File: config.mk
export PLATFORM = sky130hd
export DESIGN_NAME = segundos_dezena_flat
export DESIGN_NICKNAME = d
export VERILOG_FILES = /design/src/rtl/relogio_pkg.sv /design/src/rtl/segundos_dezena_if.sv /design/src/rtl/seg7_decod.sv /design/src/rtl/segundos_dezena.sv /design/src/flat_wrapper.sv
export SDC_FILE = /design/constraint.sdc
export NUM_CORES = 1
export LEC_CHECK = 0
export ABC_AREA = 0
export BUFFER_PORTS_ARGS = -buffer_cell sky130_fd_sc_hd__buf_4
export CELL_PAD_IN_SITES_DETAIL_PLACEMENT = 0
export CELL_PAD_IN_SITES_GLOBAL_PLACEMENT = 1
export CORE_UTILIZATION = 25
export CTS_BUF_LIST = sky130_fd_sc_hd__clkbuf_2
export DETAILED_ROUTE_END_ITERATION = 6
export PLACE_DENSITY = 0.55
export SYNTH_ARGS = -nofsm -noshare
export SYNTH_HDL_FRONTEND = slang
export SYNTH_SLANG_ARGS = --single-unit
export TNS_END_PERCENT = 1
File: constraint.sdc
create_clock -name clock -period 2.45 [get_ports clock]
set_clock_uncertainty 0.05 [all_clocks]
set_input_delay 0 -clock clock [delete_from_list [all_inputs] [get_ports clock]]
set_output_delay 0 -clock clock [all_outputs]
set_load 0.05 [all_outputs]
File: src/rtl/relogio_pkg.sv
// Shared definitions for the digital clock digits: active-low 7-segment
// patterns packed as {a,b,c,d,e,f,g}, mode encodings and digit arithmetic.
package relogio_pkg;

  localparam logic [6:0] SEG_0     = 7'b0000001;
  localparam logic [6:0] SEG_1     = 7'b1001111;
  localparam logic [6:0] SEG_2     = 7'b0010010;
  localparam logic [6:0] SEG_3     = 7'b0000110;
  localparam logic [6:0] SEG_4     = 7'b1001100;
  localparam logic [6:0] SEG_5     = 7'b0100100;
  localparam logic [6:0] SEG_6     = 7'b0100000;
  localparam logic [6:0] SEG_7     = 7'b0001111;
  localparam logic [6:0] SEG_8     = 7'b0000000;
  localparam logic [6:0] SEG_9     = 7'b0000100;
  localparam logic [6:0] SEG_BLANK = 7'b1111111;

  localparam logic MODO_RUN = 1'b0;
  localparam logic MODO_SET = 1'b1;

  // Increment a digit, wrapping from modulo-1 back to 0.
  function automatic logic [3:0] next_digit(input logic [3:0] value, input int modulo);
    if (value == 4'(modulo - 1)) begin
      return 4'd0;
    end
    return value + 4'd1;
  endfunction

endpackage

File: src/rtl/segundos_dezena_if.sv
// Carry chain and display bundle of one clock digit: the carry coming from
// the previous stage, the carry toward the next stage and the display drive.
interface segundos_dezena_if;
  logic       carry_in;
  logic       clockOUT;
  logic [3:0] digit;
  logic       a, b, c, d, e, f, g;

  // The counting stage itself.
  modport master (
    input  carry_in,
    output clockOUT, digit, a, b, c, d, e, f, g
  );

  // Whatever feeds the carry and watches the display/carry out.
  modport slave (
    output carry_in,
    input  clockOUT, digit, a, b, c, d, e, f, g
  );
endinterface

File: src/rtl/seg7_decod.sv
// Binary digit to active-low 7-segment decoder, shared by every clock digit.
// Values 10..15 blank the display.
module seg7_decod
  import relogio_pkg::*;
(
  input  logic [3:0] digit,
  output logic       a,
  output logic       b,
  output logic       c,
  output logic       d,
  output logic       e,
  output logic       f,
  output logic       g
);

  logic [6:0] seg;

  // Pattern lookup; anything outside 0..9 shows nothing.
  always_comb begin
    seg = SEG_BLANK;
    case (digit)
      4'd0:    seg = SEG_0;
      4'd1:    seg = SEG_1;
      4'd2:    seg = SEG_2;
      4'd3:    seg = SEG_3;
      4'd4:    seg = SEG_4;
      4'd5:    seg = SEG_5;
      4'd6:    seg = SEG_6;
      4'd7:    seg = SEG_7;
      4'd8:    seg = SEG_8;
      4'd9:    seg = SEG_9;
      default: seg = SEG_BLANK;
    endcase
  end

  assign {a, b, c, d, e, f, g} = seg;

endmodule

File: src/rtl/segundos_dezena.sv
// Tens-of-seconds digit: counts carry edges from the units stage in run mode,
// counts debounced KEY1 presses in set mode, and emits a one-cycle carry to
// the minutes stage on a run-mode wrap.
module segundos_dezena
  import relogio_pkg::*;
#(
  parameter int MODULO          = 6,
  parameter int DEBOUNCE_CYCLES = 250000,
  parameter int SYNC_STAGES     = 2
) (
  input  logic              clock,
  input  logic              KEY0,
  input  logic              SW17,
  input  logic              KEY1,
  segundos_dezena_if.master bus
);

  localparam int CNT_W = (DEBOUNCE_CYCLES > 1) ? $clog2(DEBOUNCE_CYCLES) : 1;

  logic [SYNC_STAGES-1:0] key_sync_reg, key_sync_next;
  logic [SYNC_STAGES-1:0] sw_sync_reg, sw_sync_next;
  logic                   key_s;
  logic                   mode;

  logic                   key_db_reg, key_db_next;
  logic [CNT_W-1:0]       db_cnt_reg, db_cnt_next;
  logic                   press;

  logic                   carry_d_reg;
  logic                   carry_evt;

  logic [3:0]             digit_reg, digit_next;
  logic                   clock_out_reg, clock_out_next;

  logic                   seg_a, seg_b, seg_c, seg_d, seg_e, seg_f, seg_g;

  // Synchroniser chains: stage 0 samples the pin, each later stage copies the one before.
  assign key_sync_next[0] = KEY1;
  assign sw_sync_next[0]  = SW17;
  for (genvar gi = 1; gi < SYNC_STAGES; gi++) begin : g_sync
    assign key_sync_next[gi] = key_sync_reg[gi-1];
    assign sw_sync_next[gi]  = sw_sync_reg[gi-1];
  end

  assign key_s = key_sync_reg[SYNC_STAGES-1];
  assign mode  = sw_sync_reg[SYNC_STAGES-1];

  // Synchroniser registers, preset to the idle levels (key released, run mode).
  always_ff @(posedge clock or negedge KEY0) begin
    if (!KEY0) begin
      key_sync_reg <= '1;
      sw_sync_reg  <= {SYNC_STAGES{MODO_RUN}};
    end else begin
      key_sync_reg <= key_sync_next;
      sw_sync_reg  <= sw_sync_next;
    end
  end

  // Debounce: the stable level follows the synced key only after it has
  // disagreed for DEBOUNCE_CYCLES consecutive cycles; a falling stable level
  // is the press strobe.
  always_comb begin
    key_db_next = key_db_reg;
    db_cnt_next = db_cnt_reg;
    press       = 1'b0;
    if (key_s == key_db_reg) begin
      db_cnt_next = '0;
    end else if (db_cnt_reg == CNT_W'(DEBOUNCE_CYCLES - 1)) begin
      key_db_next = key_s;
      db_cnt_next = '0;
      press       = ~key_s;
    end else begin
      db_cnt_next = db_cnt_reg + 1'b1;
    end
  end

  // Debounce state; reset abandons any press being qualified.
  always_ff @(posedge clock or negedge KEY0) begin
    if (!KEY0) begin
      key_db_reg <= 1'b1;
      db_cnt_reg <= '0;
    end else begin
      key_db_reg <= key_db_next;
      db_cnt_reg <= db_cnt_next;
    end
  end

  // Rising edge of the units carry; a level held high counts once.
  assign carry_evt = bus.carry_in & ~carry_d_reg;

  // Carry edge register, preset high so a carry already high at reset release is ignored.
  always_ff @(posedge clock or negedge KEY0) begin
    if (!KEY0) begin
      carry_d_reg <= 1'b1;
    end else begin
      carry_d_reg <= bus.carry_in;
    end
  end

  // Digit update: only the event belonging to the current mode is acted on;
  // the carry out fires only on a run-mode wrap.
  always_comb begin
    digit_next     = digit_reg;
    clock_out_next = 1'b0;
    if (mode == MODO_RUN) begin
      if (carry_evt) begin
        digit_next     = next_digit(digit_reg, MODULO);
        clock_out_next = (digit_reg == 4'(MODULO - 1));
      end
    end else if (mode == MODO_SET && press) begin
      digit_next = next_digit(digit_reg, MODULO);
    end
  end

  // Digit and carry-out registers; reset clears both without waiting for a clock.
  always_ff @(posedge clock or negedge KEY0) begin
    if (!KEY0) begin
      digit_reg     <= 4'd0;
      clock_out_reg <= 1'b0;
    end else begin
      digit_reg     <= digit_next;
      clock_out_reg <= clock_out_next;
    end
  end

  seg7_decod u_decod (
    .digit (digit_reg),
    .a     (seg_a),
    .b     (seg_b),
    .c     (seg_c),
    .d     (seg_d),
    .e     (seg_e),
    .f     (seg_f),
    .g     (seg_g)
  );

  assign bus.digit    = digit_reg;
  assign bus.clockOUT = clock_out_reg;
  assign bus.a        = seg_a;
  assign bus.b        = seg_b;
  assign bus.c        = seg_c;
  assign bus.d        = seg_d;
  assign bus.e        = seg_e;
  assign bus.f        = seg_f;
  assign bus.g        = seg_g;

endmodule

File: src/flat_wrapper.sv
// flat-port wrapper written by rule: the top's interface ports become plain ports
module segundos_dezena_flat import relogio_pkg::*;
#(
  parameter int MODULO          = 6,
  parameter int DEBOUNCE_CYCLES = 250000,
  parameter int SYNC_STAGES     = 2
)
  (clock, KEY0, SW17, KEY1, bus_carry_in, bus_clockOUT, bus_digit, bus_a, bus_b, bus_c, bus_d, bus_e, bus_f, bus_g);
  segundos_dezena_if bus_i ();
  input  logic clock;
  input  logic KEY0;
  input  logic SW17;
  input  logic KEY1;
  input wire logic [$bits(bus_i.carry_in)-1:0] bus_carry_in;
  output wire logic [$bits(bus_i.clockOUT)-1:0] bus_clockOUT;
  output wire logic [$bits(bus_i.digit)-1:0] bus_digit;
  output wire logic [$bits(bus_i.a)-1:0] bus_a;
  output wire logic [$bits(bus_i.b)-1:0] bus_b;
  output wire logic [$bits(bus_i.c)-1:0] bus_c;
  output wire logic [$bits(bus_i.d)-1:0] bus_d;
  output wire logic [$bits(bus_i.e)-1:0] bus_e;
  output wire logic [$bits(bus_i.f)-1:0] bus_f;
  output wire logic [$bits(bus_i.g)-1:0] bus_g;
  assign bus_i.carry_in = bus_carry_in;
  assign bus_clockOUT = bus_i.clockOUT;
  assign bus_digit = bus_i.digit;
  assign bus_a = bus_i.a;
  assign bus_b = bus_i.b;
  assign bus_c = bus_i.c;
  assign bus_d = bus_i.d;
  assign bus_e = bus_i.e;
  assign bus_f = bus_i.f;
  assign bus_g = bus_i.g;
  segundos_dezena #(.MODULO(MODULO), .DEBOUNCE_CYCLES(DEBOUNCE_CYCLES), .SYNC_STAGES(SYNC_STAGES)) u_core (.clock(clock), .KEY0(KEY0), .SW17(SW17), .KEY1(KEY1), .bus(bus_i));
endmodule
# After elaboration in Yosys (flattened, before gate mapping)
# Memory sizes are Yosys's and may differ from the RTL's.
# Cells that the tools add are included.
# Widths: inputs -> output; s select.
dict set report word_totals {
  n_memories 1
  rom_bits 112
  register_bits 29
  ram_bits 0
  latchBits 0
  inputBits 5
}
# memory words word_bits rd rd_ports_with_merged_regs wr line
set memory_table {}
lappend memory_table {{(no name shown)} 16 7 1 0 0 seg7_decod.sv:21} ;# case (digit)
dict set report op_classes {
  n_shift 0
  bitwise_logic 4
  n_addsub 2
  div 0
  reduce_logical 4
  n_mux 17
  eq_ne 4
  order_cmp 0
  mul 0
}
# op n
set op_table {}
lappend op_table {{$mux 18} 2}
lappend op_table {{$mux 4} 6}
lappend op_table {{$add 18x1->18 const B} 1}
lappend op_table {{$eq 18x18->1 const B} 1}
lappend op_table {{$mux 1} 9}
lappend op_table {{$add 4x1->4 const B} 1}
lappend op_table {{$eq 4x3->1 const B} 1}
lappend op_table {{$reduce_and 2->1} 2}
lappend op_table {{$not 1->1} 3}
lappend op_table {{$ne 2x2->1 const B} 1}
lappend op_table {{$reduce_bool 2->1} 1}
lappend op_table {{$and 1x1->1} 1}
lappend op_table {{$eq 1x1->1} 1}
lappend op_table {{$logic_and 1x1->1} 1}

# Depth between registers and ports, before layout
# Gate-level depths: netlist (run 1).
dict set report logic_depth {
  depth_word 9
  depth_mapped 6
  mapped_depth_nobuf 5
}

# By module
# Synthesis (run 1) repeated with hierarchy kept, for this count alone.
dict set report unflattened {
  hier_cells 171
  area_unflattened_um2 1596.5
}
# mod cells_per_inst seq_area_each_um2 n_inst area_each_um2
set modules_own_cells {}
lappend modules_own_cells {segundos_dezena 138 730.7 1 1386.3}
lappend modules_own_cells {seg7_decod 33 0.0 1 210.2}

# Worst setup path before layout (run 1)
# OpenSTA, ideal clock, no wires.
dict set report synth_timing {
  path_type {register to output}
  from {register u_core.digit_reg[3] (netlist: u_core.bus.digit[3])}
  to {output port bus_b}
  stages_incl_launch_ff 3
  n_path_buf 0
  arrival_ns 2.188
  path_slack_ns 0.212
  required_time_ns 2.400
  path_cell_list {dfrtp_1 > clkinv_1 > o21ai_0}
}
dict set report synth_via {
  elab_chain_len 1
}
# item line
set synth_rtl {}
lappend synth_rtl {{start: declaration} segundos_dezena.sv:32} ;# logic [3:0] digit_reg, digit_next;
lappend synth_rtl {{start signal: assignment} segundos_dezena.sv:121} ;# digit_reg <= digit_next;
lappend synth_rtl {{$mem_v2 16x7} n/a}
lappend synth_rtl {{end: declaration} flat_wrapper.sv:18} ;# output wire logic [$bits(bus_i.b)-1:0] bus_b;
# Every way passes these cells.

# Final worst setup path (run 1)
dict set report layout_timing {
  from {register u_core.digit_reg[1] (netlist: u_core.bus.digit[1])}
  to {output port bus_d}
}
dict set report layout_via {
  elab_chain_len 1
}
# item line
set layout_rtl {}
lappend layout_rtl {{$mem_v2 16x7} n/a}
lappend layout_rtl {{end: declaration} flat_wrapper.sv:20} ;# output wire logic [$bits(bus_i.d)-1:0] bus_d;
# Every way passes these cells.

==> results of run 1 <==
==> kinds of logic (layout without fill, tap and decap cells) <==
| kind of cell | after synthesis | after routing | share of synthesized area |
|---|---|---|---|
| flops | 29 | 29 | 0.482 |
| fa+ha+maj | 6 | 6 | 0.0495 |
| simple gates | 69 | 69 | 0.235 |
| compound gates | 26 | 26 | 0.103 |
| xor+xnor | 12 | 12 | 0.0693 |
| buf+inv | 10 | 35 | 0.0264 |
| mux | 5 | 5 | 0.0347 |
==> synth_stat cells, types with 2 or more instances <==
cell,n
inv_1,5
nand4_1,6
nand3_1,7
nand2_1,9
a31oi_1,2
dfstp_2,4
clkbuf_1,2
o31ai_1,2
xnor2_1,6
nor2_1,24
or3_1,7
mux2_2,2
xor2_1,6
ha_1,6
and3_1,3
or4_1,4
o21ai_0,6
a21oi_1,12
buf_2,2
dfrtp_1,25
mux2i_1,3
or2_2,3
==> per-stage QoR <==
step,worst slack (ps),power (mW),instance area [um2]
after CTS,304,1.89,1800
after global routing,143,1.99,1800
after global placement,379,1.65,1720
final,323,1.87,1800
after detailed placement,355,1.65,1720
after floorplan,212,1.35,1520
==> worst min-delay path by stage <==
stage	from	to	depth (start not counted)
6_report	KEY0	u_core.db_cnt_reg[14]	2
5_1_grt	KEY0	u_core.db_cnt_reg[14]	2
4_1_cts	KEY0	u_core.db_cnt_reg[16]	2
3_5_place_dp	KEY0	u_core.db_cnt_reg[16]	1
3_3_place_gp	KEY0	u_core.db_cnt_reg[16]	1
2_1_floorplan	KEY0	u_core.bus.clockOUT	0
==> cell usage in the layout, fill, tap and decap left out, types with 4 or more instances in the layout <==
master          n
inv_1           5
nand4_1         6
a21oi_1        12
nand2_1         9
dfrtp_1        25
nand3_1         7
or3_1           7
nor2_1         24
xnor2_1         6
o21ai_0         6
or4_1           4
clkbuf_2        5
xor2_1          6
ha_1            6
buf_4          17
dfstp_2         4
dlygate4sd3_1   4
==> power by group through the flow <==
stage	sequential, mW	combinational, mW	clock [mW]
final	0.600	1.04	0.221
after global routing	0.613	1.11	0.265
after CTS	0.599	1.05	0.240
after detailed placement	0.608	1.04	0
after global placement	0.610	1.04	0
after floorplan	0.695	0.651	0
==> cell type report <==
type	instances	area (um2)	share of cell area
sequential	29	731	0.406
inverter	6	22.5	0.0125
multi-input combinational	118	746	0.415
timing repair buffer	21	168	0.0933
clock inverter	3	12.5	0.00696
clock buffer	5	25.0	0.0139
tap	75	93.8	0.0522
==> metal layers <==
metal | GRT usage | wire length (um)
met5 | 0 | 0
met4 | 0.0625 | 59
met3 | 0.0343 | 131
met2 | 0.187 | 1480
met1 | 0.138 | 1460
==> what timing repair did <==
action | CTS | global route
hold buffers | 4 | 0
buffers inserted | 0 | 0
hold endpoints to repair | 33 | 0
==> results.cfg, run 1 <==
[run_status]
status = finished, final reports clean

[setup_path]
worstSetupPathType = flop to output port
r2r_end = u_core.bus.digit[0]
slowest_stage = dfrtp_1
startpoint = u_core.bus.digit[1]
end_kind = output port
startpoint_type = flop
r2r_start = u_core.db_cnt_reg[10]
worstPathRequired_ps = 2400
crit_chain = inv_1 -> ha_1 -> or2_2 -> a21oi_1 -> a21oi_1 -> buf_4
critPathCapture = bus_d
arrival_ps = 2080
cp.depth = 6
reg2reg_depth = 4
r2r_slack_ps = 330
path_buf_inv = 2
crit_family = flip-flops
path_max_fanout = 7
cpMostUsedCell = a21oi_1
slowest_delay_ps = 490

[timing]
hold_violations = 0
timing.fmax_mhz = 470
worstMarginPinSlew_ps = 364
timing.final.crit_period_ps = 2130
maxSlewHeadroom = 0.757
post-route-period-util = 0.868
hold_slack_ps = 24.6
rsz0062_at_grt = false
finalSetupTns_ps = 0
setup_viol = 0
drv_slew = 0

[clock_network]
clkSinkCount = 29
numCtsBuffers = 5
ctsLongestPathBuffers = 2
ctsResizeCount = 0
cts_max_level = 2
cts-root-buf = clkbuf_2
clk-insertion-delay-late_ps = 360
clk_pin_slew_ps = 150
cts_tree = built

[cells_and_area]
area_delta_synth_final_pct = 18.6
layoutNonFillerInstCount = 257
largest_reg_flops = 18
drive_above_1_share = 0.192
diodes = 0
fin_nets = 192
fillers = 629
final_util = 0.305

[flow_run]
drv_cap = 0

[global_routing]
grt-ovfl-total = 0
grt_pass1_vias = 1259
grt_max_degree = 30
grt_pass1_wl_mm = 5.60
antenna_found_initial = 0
grt.total_usage = 0.116

[yosys]
ys_ff_latch = 29
syn_nets = 168
ys_top_cells_by_area = dfrtp_1 (41%), dfstp_2 (6.9%), nor2_1 (5.9%)
synth.top_cell.area_share = 0.413
ys_warn_count = 0
ys_types = 33
syn_avg_cell_area_um2 = 9.66
postSynth.asyncResetShare = 1.00
synthCells = 157
yosysSeqAreaShare = 0.482
synth_flop_cell = dfrtp_1
synth_top_cell_by_area = dfrtp_1
synth_edf_count = 0
syn_area_um2 = 1520

[power_and_ir_drop]
intPower_mw = 0.893
leakage_nw = 0.752
switching_share = 0.521
power_frac_comb = 0.560
switchingPower_mw = 0.972
p_clk_frac = 0.119
power_per_cell_area_nw_per_um2 = 1040
vdd_ir_drop_max_v = 0.000998
seqPwrFrac = 0.322

[floorplan]
dieArea_um2 = 6380
start_util = 0.258
rows = 28
ios = 17
die_w_um = 79.9
coreArea_um2 = 5890
die_height_um = 79.9

[route]
wl_per_cell_um = 12.2
postRouteAntennaNets = 0
drt_iter0_markers = 61
viasPerCell = 4.75
vias = 1222
drc = 0
drt-total-wl_mm = 3.14
drtPass1Iterations = 4

[placement]
dp_cells = 245
place_congestion = 0.790
dpl.hpwl_mm = 2.31
port_buffers = 16

[min_path]
min_path_type = input pin to async pin
Power figures use the tool's default switching activity.
==> inputs of run 2 (changes only) <==
Settings changed: PLACE_DENSITY 0.55 to 0.57.
Clock period 2.45 ns to 1.8 ns, I/O delays scaled along.
==> results.cfg, run 2 (synthesis gave the netlist of run 1 again) <==
[global_routing]
grt.total_usage = 0.125
grt_max_degree = 30
grt_pass1_vias = 1328
grt_pass1_wl_mm = 6.02
grt-ovfl-total = 0
antenna_found_initial = 0

[setup_path]
end_kind = flop
worstSetupPathType = flop to flop
worstPathRequired_ps = 2020
path_max_fanout = 5
startpoint_type = flop
arrival_ps = 2210

[clock_network]
clk-insertion-delay-late_ps = 360
cts_max_level = 2
numCtsBuffers = 5
cts-root-buf = clkbuf_2
clkSinkCount = 29
cts_setup_buffers = 0
clk_pin_slew_ps = 150
ctsLongestPathBuffers = 2
cts_tree = built

[cells_and_area]
layout_commonest_cell = buf_4
final_util = 0.352
layoutNonFillerInstCount = 282
drive_above_1_share = 0.362
diodes = 0
largest_reg_flops = 18
area_delta_synth_final_pct = 36.5
fin_nets = 218
final_cell_mix = buf_4 (38), nor2_1 (24), dfrtp_1 (23)

[run_status]
status = complete, but fails checks
violations = negative setup slack

[route]
wl_per_cell_um = 12.2
viasPerCell = 4.68
drtPass1Iterations = 4
vias = 1321
drc = 0
drt-total-wl_mm = 3.44
postRouteAntennaNets = 0
drt_iter0_markers = 31

[timing]
timing.final.crit_period_ps = 1990
hold_slack_ps = 20.0
hold_violations = 0
maxSlewHeadroom = 0.754
rsz0062_at_grt = true
timing.fmax_mhz = 502
setup_viol = 6
worstMarginPinSlew_ps = 368
drv_slew = 0
post-route-period-util = 1.11
finalSetupTns_ps = -416
setup_ws_ps = -191

[floorplan]
rows = 28
dieArea_um2 = 6380
start_util = 0.258
coreArea_um2 = 5890
die_w_um = 79.9
die_height_um = 79.9
ios = 17

[placement]
place_congestion = 0.810
port_buffers = 16
place_ws_ps = -234
dpl.hpwl_mm = 2.58
dp_cells = 271

[power_and_ir_drop]
leakage_nw = 0.897
vdd_ir_drop_max_v = 0.00114
power_per_cell_area_nw_per_um2 = 1330

[flow_run]
drv_cap = 0

[min_path]
min_path_type = input pin to async pin
run 2: timing repair:
action,CTS,global route
resized for setup,16,4
endpoints found under the setup margin,24,25
hold buffers,4,0
pin swaps,1,2
hold endpoints to repair,33,0
run 2: metal layers:
layer,track usage,vias to the layer above,part of all wire,routed length [um]
li1,-,651,-,-
met3,0.0286,7,0.038,130
met1,0.138,632,0.44,1500
met2,0.224,31,0.50,1730
met5,0,-,0,0
met4,0.0589,0,0.021,72
run 2: final timing paths:
kind,start,to,slack (ps),cells past startpoint
max in group asynchronous,KEY0,u_core.key_sync_reg[1],1350,2
min,KEY0,u_core.db_cnt_reg[16],20,2
max reg2reg,u_core.db_cnt_reg[10],u_core.bus.digit[2],-190,4
max,u_core.db_cnt_reg[10],u_core.bus.digit[2],-190,4
min reg2reg,u_core.sw_sync_reg[0],u_core.sw_sync_reg[1],300,0
min in group clock,SW17,u_core.sw_sync_reg[0],240,2
run 2: worst max-delay path, stage by stage, from the launching register on:
cell and delay (ps):
dfrtp_1 400, or3_1 360, or3_4 370, or4_1 510
a32o_1 210
run 2: cell type report:
type                       count  area, um2
clock inverter                 1       3.75
fill                         617       3820
multi-input combinational    118        795
timing repair buffer          47        390
sequential                    29        733
clock buffer                   6       30.0
inverter                       6       23.8
tap                           75       93.8
run 2: metrics by stage:
stage,area (um2),total power [mW]
6_report,2070,2.75
2_1_floorplan,1530,1.86
3_3_place_gp,1940,2.32
3_5_place_dp,1940,2.33
4_1_cts,2060,2.75
5_1_grt,2070,2.92
run 2: power breakdown:
group	total [mW]	switching (mW)	internal, mW
registers	0.800	0.0851	0.715
clock network	0.305	0.215	0.0905
logic	1.65	1.09	0.557
total	2.75	1.39	1.36
